$ cat config.mk
export PLATFORM = sky130hd
export DESIGN_NAME = factor_quiz_ctrl
export DESIGN_NICKNAME = d
export VERILOG_FILES = /design/src/rtl/factor_quiz_pkg.sv /design/src/rtl/factor_quiz_ctrl_btn_edge.sv /design/src/rtl/factor_quiz_ctrl.sv
export SDC_FILE = /design/constraint.sdc
export NUM_CORES = 1
export LEC_CHECK = 0
export BUFFER_PORTS_ARGS = -buffer_cell sky130_fd_sc_hd__buf_2
export CELL_PAD_IN_SITES_DETAIL_PLACEMENT = 0
export CELL_PAD_IN_SITES_GLOBAL_PLACEMENT = 1
export CORE_MARGIN = 5
export CORE_UTILIZATION = 49
export CTS_BUF_LIST = sky130_fd_sc_hd__clkbuf_16
export CTS_CLUSTER_DIAMETER = 80
export CTS_CLUSTER_SIZE = 24
export DETAILED_ROUTE_END_ITERATION = 10
export PLACE_DENSITY_LB_ADDON = 0.1
export SLEW_MARGIN = 20
export SYNTH_ARGS = -nofsm -noshare
export SYNTH_HDL_FRONTEND = slang
export SYNTH_SLANG_ARGS = --single-unit
$ cat constraint.sdc
create_clock -name CLK -period 4.5 [get_ports CLK]
set_clock_uncertainty 0.2 [all_clocks]
set_input_delay 0.9 -clock CLK [delete_from_list [all_inputs] [get_ports CLK]]
set_output_delay 0.9 -clock CLK [all_outputs]
set_load 0.01 [all_outputs]
$ cat src/rtl/factor_quiz_pkg.sv
// ---------------------------------------------------------------------------
// factor_quiz_pkg
// Shared constants for the factorization quiz sequencer: the 4-bit state
// codes seen by the seven-segment decoder, the state enum built on them,
// and the question / answer ROMs.
// ---------------------------------------------------------------------------
package factor_quiz_pkg;

   // State codes driven onto the STATE bus.
   localparam logic [3:0] ST_IDLE     = 4'b0001;
   localparam logic [3:0] ST_READY    = 4'b0010;
   localparam logic [3:0] ST_QUESTION = 4'b0011;
   localparam logic [3:0] ST_INPUT    = 4'b0100;
   localparam logic [3:0] ST_JUDGE    = 4'b0101;
   localparam logic [3:0] ST_RESULT   = 4'b0110;
   localparam logic [3:0] ST_DONE     = 4'b0111;

   typedef enum logic [3:0] {
      S_IDLE     = ST_IDLE,
      S_READY    = ST_READY,
      S_QUESTION = ST_QUESTION,
      S_INPUT    = ST_INPUT,
      S_JUDGE    = ST_JUDGE,
      S_RESULT   = ST_RESULT,
      S_DONE     = ST_DONE
   } state_t;

   localparam int NUM_Q_MAX = 8;

   // Question digit shown for each question index.
   localparam logic [3:0] ROM_Q [NUM_Q_MAX] =
      '{4'd9, 4'd4, 4'd7, 4'd5, 4'd6, 4'd8, 4'd3, 4'd2};

   // DIN selection index that names the expected prime for each question.
   localparam logic [3:0] ROM_A [NUM_Q_MAX] =
      '{4'd2, 4'd1, 4'd4, 4'd3, 4'd1, 4'd1, 4'd2, 4'd1};

endpackage

$ cat src/rtl/factor_quiz_ctrl_btn_edge.sv
// ---------------------------------------------------------------------------
// btn_edge
// Brings one debounced button level into the CLK domain through a 2-flop
// synchronizer and turns its rising edge into a single-cycle pulse.
// A level that rises before edge k yields a pulse that is acted upon at
// edge k+2. Holding the button produces only one pulse.
//
// Ports:
//   CLK    in   system clock
//   nRST   in   synchronous active-low reset
//   level  in   debounced button level, active-high
//   pulse  out  one-cycle pulse on a synchronized rising edge
// ---------------------------------------------------------------------------
module btn_edge (
   input  logic CLK,
   input  logic nRST,
   input  logic level,
   output logic pulse
);

   logic sync1;
   logic sync2;
   logic prev;

   // NOTE: sequential state uses non-blocking assignments so every flop
   // samples the pre-edge value of its neighbour; blocking here would
   // collapse the synchronizer chain into a single stage.
   always_ff @(posedge CLK) begin
      if (!nRST) begin
         sync1 <= 1'b0;
         sync2 <= 1'b0;
         prev  <= 1'b0;
      end else begin
         sync1 <= level;
         sync2 <= sync1;
         prev  <= sync2;
      end
   end

   // Decoded from flops only, so the pulse is clean for one full cycle.
   assign pulse = sync2 & ~prev;

endmodule

$ cat src/rtl/factor_quiz_ctrl.sv
// ---------------------------------------------------------------------------
// factor_quiz_ctrl
// Game sequencer for the factorization quiz board. Walks the question ROM,
// shows each number for a fixed time, lets the player step through answer
// indices, judges the selection and keeps a saturating score.
//
// Parameters:
//   TICK_DIV    CLK cycles per display tick
//   SHOW_TICKS  ticks spent in READY, QUESTION and RESULT
//   NUM_Q       questions per game (1..8)
//
// Ports:
//   CLK        in   system clock
//   nRST       in   synchronous active-low reset
//   BTN_START  in   start/restart button level
//   BTN_NEXT   in   advance answer selection level
//   BTN_ENTER  in   submit answer level
//   STATE      out  game state code to the decoder
//   QUE        out  question digit
//   DIN        out  answer selection index (0 = none)
//   SCORE      out  correct answers this game, saturating at 15
//   CORRECT    out  one-cycle pulse on a correct judgement
// ---------------------------------------------------------------------------
module factor_quiz_ctrl
   import factor_quiz_pkg::*;
#(
   parameter int TICK_DIV   = 50_000_000,
   parameter int SHOW_TICKS = 3,
   parameter int NUM_Q      = 4
) (
   input  logic       CLK,
   input  logic       nRST,
   input  logic       BTN_START,
   input  logic       BTN_NEXT,
   input  logic       BTN_ENTER,
   output logic [3:0] STATE,
   output logic [3:0] QUE,
   output logic [3:0] DIN,
   output logic [3:0] SCORE,
   output logic       CORRECT
);

   localparam int CYC_W  = (TICK_DIV > 1) ? $clog2(TICK_DIV) : 1;
   localparam int TICK_W = (SHOW_TICKS > 0) ? $clog2(SHOW_TICKS + 1) : 1;

   localparam logic [CYC_W-1:0]  CYC_LAST  = CYC_W'(TICK_DIV - 1);
   localparam logic [TICK_W-1:0] TICK_LAST = TICK_W'(SHOW_TICKS - 1);
   localparam logic [TICK_W-1:0] TICK_MAX  = TICK_W'(SHOW_TICKS);
   localparam logic [2:0]        Q_LAST    = 3'(NUM_Q - 1);

   logic start_p;
   logic next_p;
   logic enter_p;

   btn_edge u_start (.CLK(CLK), .nRST(nRST), .level(BTN_START), .pulse(start_p));
   btn_edge u_next  (.CLK(CLK), .nRST(nRST), .level(BTN_NEXT),  .pulse(next_p));
   btn_edge u_enter (.CLK(CLK), .nRST(nRST), .level(BTN_ENTER), .pulse(enter_p));

   state_t            state;
   logic [CYC_W-1:0]  cyc;
   logic [TICK_W-1:0] tcnt;
   logic [2:0]        q;

   // True on the last cycle of a timed state: the edge that would complete
   // tick number SHOW_TICKS. Timed states therefore last SHOW_TICKS*TICK_DIV.
   logic show_done;
   assign show_done = (cyc == CYC_LAST) && (tcnt == TICK_LAST);

   assign STATE = state;

   // NOTE: the question/answer ROMs are constants, so they need no reset;
   // only the real state registers below are cleared.
   always_ff @(posedge CLK) begin
      if (!nRST) begin
         state   <= S_IDLE;
         QUE     <= 4'd0;
         DIN     <= 4'd0;
         SCORE   <= 4'd0;
         CORRECT <= 1'b0;
         q       <= 3'd0;
         cyc     <= '0;
         tcnt    <= '0;
      end else begin
         CORRECT <= 1'b0;

         // Free-running display timer; any state change below overrides
         // these updates and restarts it from zero.
         if (cyc == CYC_LAST) begin
            cyc <= '0;
            if (tcnt != TICK_MAX) tcnt <= tcnt + 1'b1;
         end else begin
            cyc <= cyc + 1'b1;
         end

         case (state)
            S_IDLE: begin
               if (start_p) begin
                  state <= S_READY;
                  SCORE <= 4'd0;
                  q     <= 3'd0;
                  cyc   <= '0;
                  tcnt  <= '0;
               end
            end

            S_READY: begin
               if (show_done) begin
                  state <= S_QUESTION;
                  QUE   <= ROM_Q[q];
                  cyc   <= '0;
                  tcnt  <= '0;
               end
            end

            S_QUESTION: begin
               if (show_done) begin
                  state <= S_INPUT;
                  DIN   <= 4'd0;
                  cyc   <= '0;
                  tcnt  <= '0;
               end
            end

            S_INPUT: begin
               // ENTER takes priority and always suppresses a coincident NEXT.
               if (enter_p) begin
                  if (DIN != 4'd0) begin
                     state <= S_JUDGE;
                     cyc   <= '0;
                     tcnt  <= '0;
                  end
               end else if (next_p) begin
                  DIN <= (DIN == 4'd9) ? 4'd1 : DIN + 4'd1;
               end
            end

            S_JUDGE: begin
               if (DIN == ROM_A[q]) begin
                  CORRECT <= 1'b1;
                  if (SCORE != 4'd15) SCORE <= SCORE + 4'd1;
               end
               state <= S_RESULT;
               cyc   <= '0;
               tcnt  <= '0;
            end

            S_RESULT: begin
               if (show_done) begin
                  if (q == Q_LAST) begin
                     state <= S_DONE;
                  end else begin
                     q     <= q + 3'd1;
                     QUE   <= ROM_Q[3'(q + 3'd1)];
                     state <= S_QUESTION;
                  end
                  cyc  <= '0;
                  tcnt <= '0;
               end
            end

            S_DONE: begin
               if (start_p) begin
                  state <= S_READY;
                  SCORE <= 4'd0;
                  q     <= 3'd0;
                  cyc   <= '0;
                  tcnt  <= '0;
               end
            end

            default: begin
               state <= S_IDLE;
               cyc   <= '0;
               tcnt  <= '0;
            end
         endcase
      end
   end

endmodule

==> impl_metrics.toml, run 1 <==
[outcome]
status = "completed"

[yosys]
async_flop_share_pct = 0
ys_seq_area_share_pct = 38.74
yosysWarnings = 0
synth_area_leader_cell = "dfxtp_1"
syn_area_um2 = 2894
synth.area.top_cells = "dfxtp_1 39%, xor2_1 5.8%, ha_1 5.6%"
synth.distinct_cells = 49
postSynthCellCount = 338
yosysTopAreaCellShare_pct = 38.74
synth_fp_nets = 356
synth_edf_count = 0
synth_flop_cell = "dfxtp_1"
synth-seq-cells = 56
syn-mean-instance-area_um2 = 8.562

[route]
drt_iter0_drc = 147
wl_per_cell_um = 13.38
dr.max_layer_used = "met4"
vias = 2357
drt-met1-wl_mm = 2.799
first_pass_iters = 5
viasPerCell = 5.481
dr_wl_met2_mm = 2.709
dr_wl_met3_um = 181
wl_mm = 5.752
drtAntennaViolNets = 0
drc = 0

[worst_setup_path]
r2r-start = "q[0]"
cp-end-kind = "register"
crit_arrival_ns = 2.80
crit_type = "register to register"
startpoint = "q[0]"
required_ns = 4.51
cp-start-kind = "register"
critPathMaxFanout = 10

[grt]
grt_overflow = 0
grt_max_degree = 32
grt_pass1_wl_mm = 9.646
grt_pass1_vias = 2156
grtUsageTotal_pct = 15.63
antenna_found_initial = 0

[pwr]
power.share.sequential_pct = 53.9
comb_power_share_pct = 7.5
p_per_area_nw_per_um2 = 308.3
clkPwrFrac_pct = 38.5
p_int_uw = 739.3
power_switching_uw = 243.7
p_leak_uw = 0.001190
swShare_pct = 24.79
peakVddDrop_v = 0.0002269

[timing]
fin_crit_sh_pct = 61.85
fin_crit_ns = 2.783
setup-violations-final = 0
maxSlewHeadroom_pct = 35.13
finalHoldViolCount = 0
holdWs_ns = 0.2382
setup_slack_ns = 1.717
fin_tns_setup_ns = 0
rsz0062_at_grt = "no"
worst_pin_slew_ns = 0.9656
fmax_ghz = 0.3593
maxSlewViolCount = 0

[floorplan]
core-area_um2 = 5816
fp.dieW_um = 86.85
fp-row-count = 28
floorplan.initialDensity_pct = 49.76
fp.dieArea_um2 = 7543
io_pins = 22
die_y_um = 86.85

[placed_design]
detailed_place_hpwl_mm = 4.065
io_buffers = 20
gp_congestion = 0.8066
place_ws_ns = 1.730

[cts]
root_buffer = "clkbuf_16"
clkTransAtPathRegs_ns = 0.07
insertion_delay_ns = 0.29
cts_htree_levels = 2
ctsResizeCount = 0
numCtsBuffers = 5
cts_tree = "done"
post_cts_buffers = 0
clockBufferDepth = 2
cts.sinks = 56
postCtsHoldBufs = 0

[job]
drv_cap = 0

[cells_and_area]
nets = 372
syn2layout_area_growth_pct = 10.16
num_antenna_cells = 0
nFillCells = 581
layout-drive-gt1-share_pct = 9.577

[hold_path]
min-delay-start = "u_start.sync1"
hp-class = "register to register"
==> flip-flops by register name, summed over array words and instances (netlist names), 2 cells and up <==
signal,flops
SCORE,4
DIN,4
STATE,3
QUE,4
cyc,26
q,3
tcnt,2
==> cells by family (layout without fill, tap and decap cells) <==
logic type / Yosys count / count (layout) / synth area share, %
fa+ha+maj: 13 / 13 / 5.621
simple gates: 168 / 168 / 32.81
flops: 56 / 56 / 38.74
xor+xnor: 27 / 27 / 8.171
other cells: 1 / 1 / 0.1296
compound gates: 47 / 47 / 9.858
buf+inv: 21 / 38 / 2.940
mux: 5 / 5 / 1.729
==> layout by cell type (no fill, tap or decap), drive strengths merged, types with 4 or more instances in the layout <==
cell,n
and3,6
clkbuf,5
xnor2,8
inv,9
nor3,7
nand2,25
mux2i,5
or3,4
xor2,19
nor2,37
ha,13
nor3b,8
o21ai,15
nor2b,8
nand4,12
a211oi,4
and2,11
nand3,26
nand2b,4
dfxtp,56
a21oi,12
o21a,4
buf,21
==> final timing paths <==
path | to | slack [ns] | depth (start not counted)
min reg2reg | u_start.sync2 | 0.24 | 1
max | SCORE[3] | 1.72 | 7
min | u_start.sync2 | 0.24 | 1
max reg2reg | SCORE[3] | 1.72 | 7
==> stage by stage <==
step	util (%)	total power (uW)	instance area [um2]	std cells
after floorplan	-	593.0	2894	338
after detailed placement	52.35	615.1	3044	422
after global placement	52.35	614.8	3044	422
after CTS	54.82	999.8	3188	430
after global routing	54.82	1029	3188	430
final	54.82	982.9	3188	430
==> synth_stat cells, types with 2 or more instances <==
cell type  instances
o21ai_0           15
nor3b_1            7
nand4_1           12
a31oi_1            3
nand2b_1           4
nor2b_1            8
nor2_1            37
and3_1             6
o21a_1             4
nand4b_1           2
dfxtp_1           56
a21oi_1           12
and2_1            11
inv_1              9
and4b_1            2
buf_2              2
nand2_1           25
clkbuf_1           8
mux2i_1            5
xor2_1            19
nand3b_1           2
ha_1              13
nor4b_1            2
o31ai_1            3
nor3_1             7
or3_1              4
o211ai_1           3
nand3_1           26
xnor2_1            8
a211oi_1           4
==> power by group through the flow <==
stage               combinational (uW)  sequential, uW  clock [uW]
floorplan                         63.0             530           0
global placement                  74.7             540           0
detailed placement                73.5             542           0
CTS                               74.6             530         395
global route                      83.5             533         412
finish                            73.8             530         379
==> per-layer routing <==
layer | vias up | track usage [%]
met1 | 1098 | 19.59
met4 | 0 | 4.674
met2 | 32 | 27.33
met5 | - | 0
met3 | 6 | 2.649
li1 | 1221 | -
==> cell type report <==
type	instances	area, um2	share of cell area [%]
multi-input combinational	261	1688	52.94
sequential	56	1121	35.16
clock buffer	5	125.1	3.925
timing repair buffer	21	107.6	3.375
tap	75	93.84	2.943
inverter	9	33.78	1.060
clock inverter	3	18.77	0.5887
==> critical path, stage by stage, from the launching register on <==
cell     delay [ns]
dfxtp_1        0.51
inv_1          0.13
ha_1           0.28
and2_1         0.20
o21a_1         0.20
or4b_4         0.57
or4_1          0.48
a21oi_1        0.15
Note: power is estimated with default switching activity, not from simulation.
==> run 2: changes to the inputs <==
Settings changed: CORE_UTILIZATION 49 to 41.
Clock period 4.5 ns to 2.4 ns, I/O delays scaled along.
==> run 2 against run 1 <==
  * Count of clock-buffer cells in the layout is the same
  * Critical path type unchanged
  * Wire length grew 5.3%
  * Register-to-register slack lost 1.6 ns
  * Core utilization shrank 4.7 points
  * Combinational power grew to 2.6 times the previous value
  * Cell count grew 10%
  * Total power grew 89%
==> impl_metrics.toml, run 2 (same netlist as run 1, synthesis figures left out) <==
[outcome]
status = "completed"

[pwr]
power_switching_uw = 458.5
p_per_area_nw_per_um2 = 543.6
p_leak_uw = 0.001325
clkPwrFrac_pct = 38.1
power.share.sequential_pct = 51.7
peakVddDrop_v = 0.0003722
p_int_uw = 1401
swShare_pct = 24.66
comb_power_share_pct = 10.1

[worst_setup_path]
critPathMaxFanout = 6
crit_type = "register to register"
required_ns = 2.42
crit_arrival_ns = 2.35
cp-start-kind = "register"
r2r-start = "q[0]"
cp-end-kind = "register"
startpoint = "q[0]"

[cts]
insertion_delay_ns = 0.29
cts_tree = "done"
clockBufferDepth = 2
root_buffer = "clkbuf_16"
postCtsHoldBufs = 0
cts.sinks = 56
cts_htree_levels = 2
numCtsBuffers = 5
clkTransAtPathRegs_ns = 0.07

[route]
viasPerCell = 5.051
dr_wl_met2_mm = 2.610
drc = 0
drt_iter0_drc = 73
drt-met1-wl_mm = 3.196
first_pass_iters = 4
vias = 2394
wl_per_cell_um = 12.78
wl_mm = 6.057
dr_wl_met3_um = 198
drtAntennaViolNets = 0
dr.max_layer_used = "met4"

[floorplan]
die_y_um = 94.02
fp.dieArea_um2 = 8839
fp.dieW_um = 94.02
floorplan.initialDensity_pct = 42.36
fp-row-count = 30
io_pins = 22
core-area_um2 = 6832

[grt]
grt_pass1_vias = 2141
grt_pass1_wl_mm = 10.36
antenna_found_initial = 0
grt_overflow = 0
grtUsageTotal_pct = 14.46
grt_max_degree = 25

[placed_design]
detailed_place_hpwl_mm = 4.478
dp.cells = 466
gp_congestion = 0.7918
io_buffers = 20

[timing]
fmax_ghz = 0.4291
rsz0062_at_grt = "no"
worst_pin_slew_ns = 0.5486
fin_crit_sh_pct = 97.10
finalHoldViolCount = 0
maxSlewHeadroom_pct = 63.04
maxSlewViolCount = 0
fin_tns_setup_ns = 0
fin_crit_ns = 2.330
setup-violations-final = 0

[job]
drv_cap = 0

[cells_and_area]
regMostFlops = "cyc"
nets = 395
layout_common_cells = "54 x dfxtp_1, 37 x nor2_1, 26 x nand3_1, 25 x nand2_1, 23 x buf_4"
fin_cells = 474
layout-drive-gt1-share_pct = 16.40
syn2layout_area_growth_pct = 18.20
num_antenna_cells = 0
nFillCells = 706
largest_reg_flops = 26
final_common_cell = "dfxtp_1"

[hold_path]
min-delay-start = "BTN_NEXT"
hp-class = "primary input to register"
## run 2: changes by cell type in the layout (fill, tap and decap cells not counted), moves of 2 or more
cell        change
buf_4          +22
dfxtp_1         -2
ha_1            -2
clkinvlp_4      -2
## run 2: worst max-delay path, stage by stage (launching register included)
cell and delay, ns:
dfxtp_4 0.35, inv_2 0.05, ha_4 0.15, and2_1 0.16, o21a_1 0.19, or4b_4 0.54
or4_1 0.48, a21oi_1 0.14
## run 2: layer usage
| metal | track usage [%] | up-vias |
|---|---|---|
| li1 | - | 1271 |
| met1 | 21.37 | 1088 |
| met2 | 21.29 | 30 |
| met3 | 2.724 | 5 |
| met4 | 3.971 | 0 |
| met5 | 0 | - |
## run 2: timing repair
| action | in CTS | in global routing |
|---|---|---|
| buffers inserted | 0 | 0 |
| resized for setup | 0 | 3 |
| endpoints found under the setup margin | 0 | 3 |
## run 2: path summary, 6_finish.rpt
check,endpoint,slack [ns],cells after the start
hold / removal,u_next.sync1,0.19,2
setup reg to reg,SCORE[3],0.07,7
hold reg to reg,u_next.sync2,0.23,1
setup / recovery,SCORE[3],0.07,7
## run 2: area by class of cell
type	count	area, um2	share of cell area, %
multi-input combinational	261	1709	49.96
sequential	56	1126	32.92
timing repair buffer	44	292.8	8.559
clock buffer	5	125.1	3.658
tap	96	120.1	3.511
inverter	9	33.78	0.9876
clock inverter	3	13.76	0.4023
## run 2: per-stage QoR
step | instance area [um2] | hold WS (ns) | total power, uW | utilization (%) | setup WS, ns
after CTS | 3411 | 0.1871 | 1887 | 49.93 | 0.009288
final | 3421 | 0.1921 | 1859 | 50.07 | 0.06961
after global routing | 3421 | 0.2015 | 1951 | 50.07 | 0.00001599
after global placement | 3272 | 0.2162 | 1171 | 47.89 | 0.07965
after floorplan | 2910 | 0.2119 | 1111 | - | 0.02587
after detailed placement | 3272 | 0.2195 | 1174 | 47.89 | 0.02007
## run 2: power groups by stage
| stage | logic, uW | registers (uW) | clock network (uW) |
|---|---|---|---|
| floorplan | 118 | 993 | 0 |
| finish | 189 | 962 | 709 |
| detailed placement | 190 | 984 | 0 |
| global route | 215 | 966 | 770 |
| global placement | 188 | 983 | 0 |
| CTS | 191 | 962 | 735 |
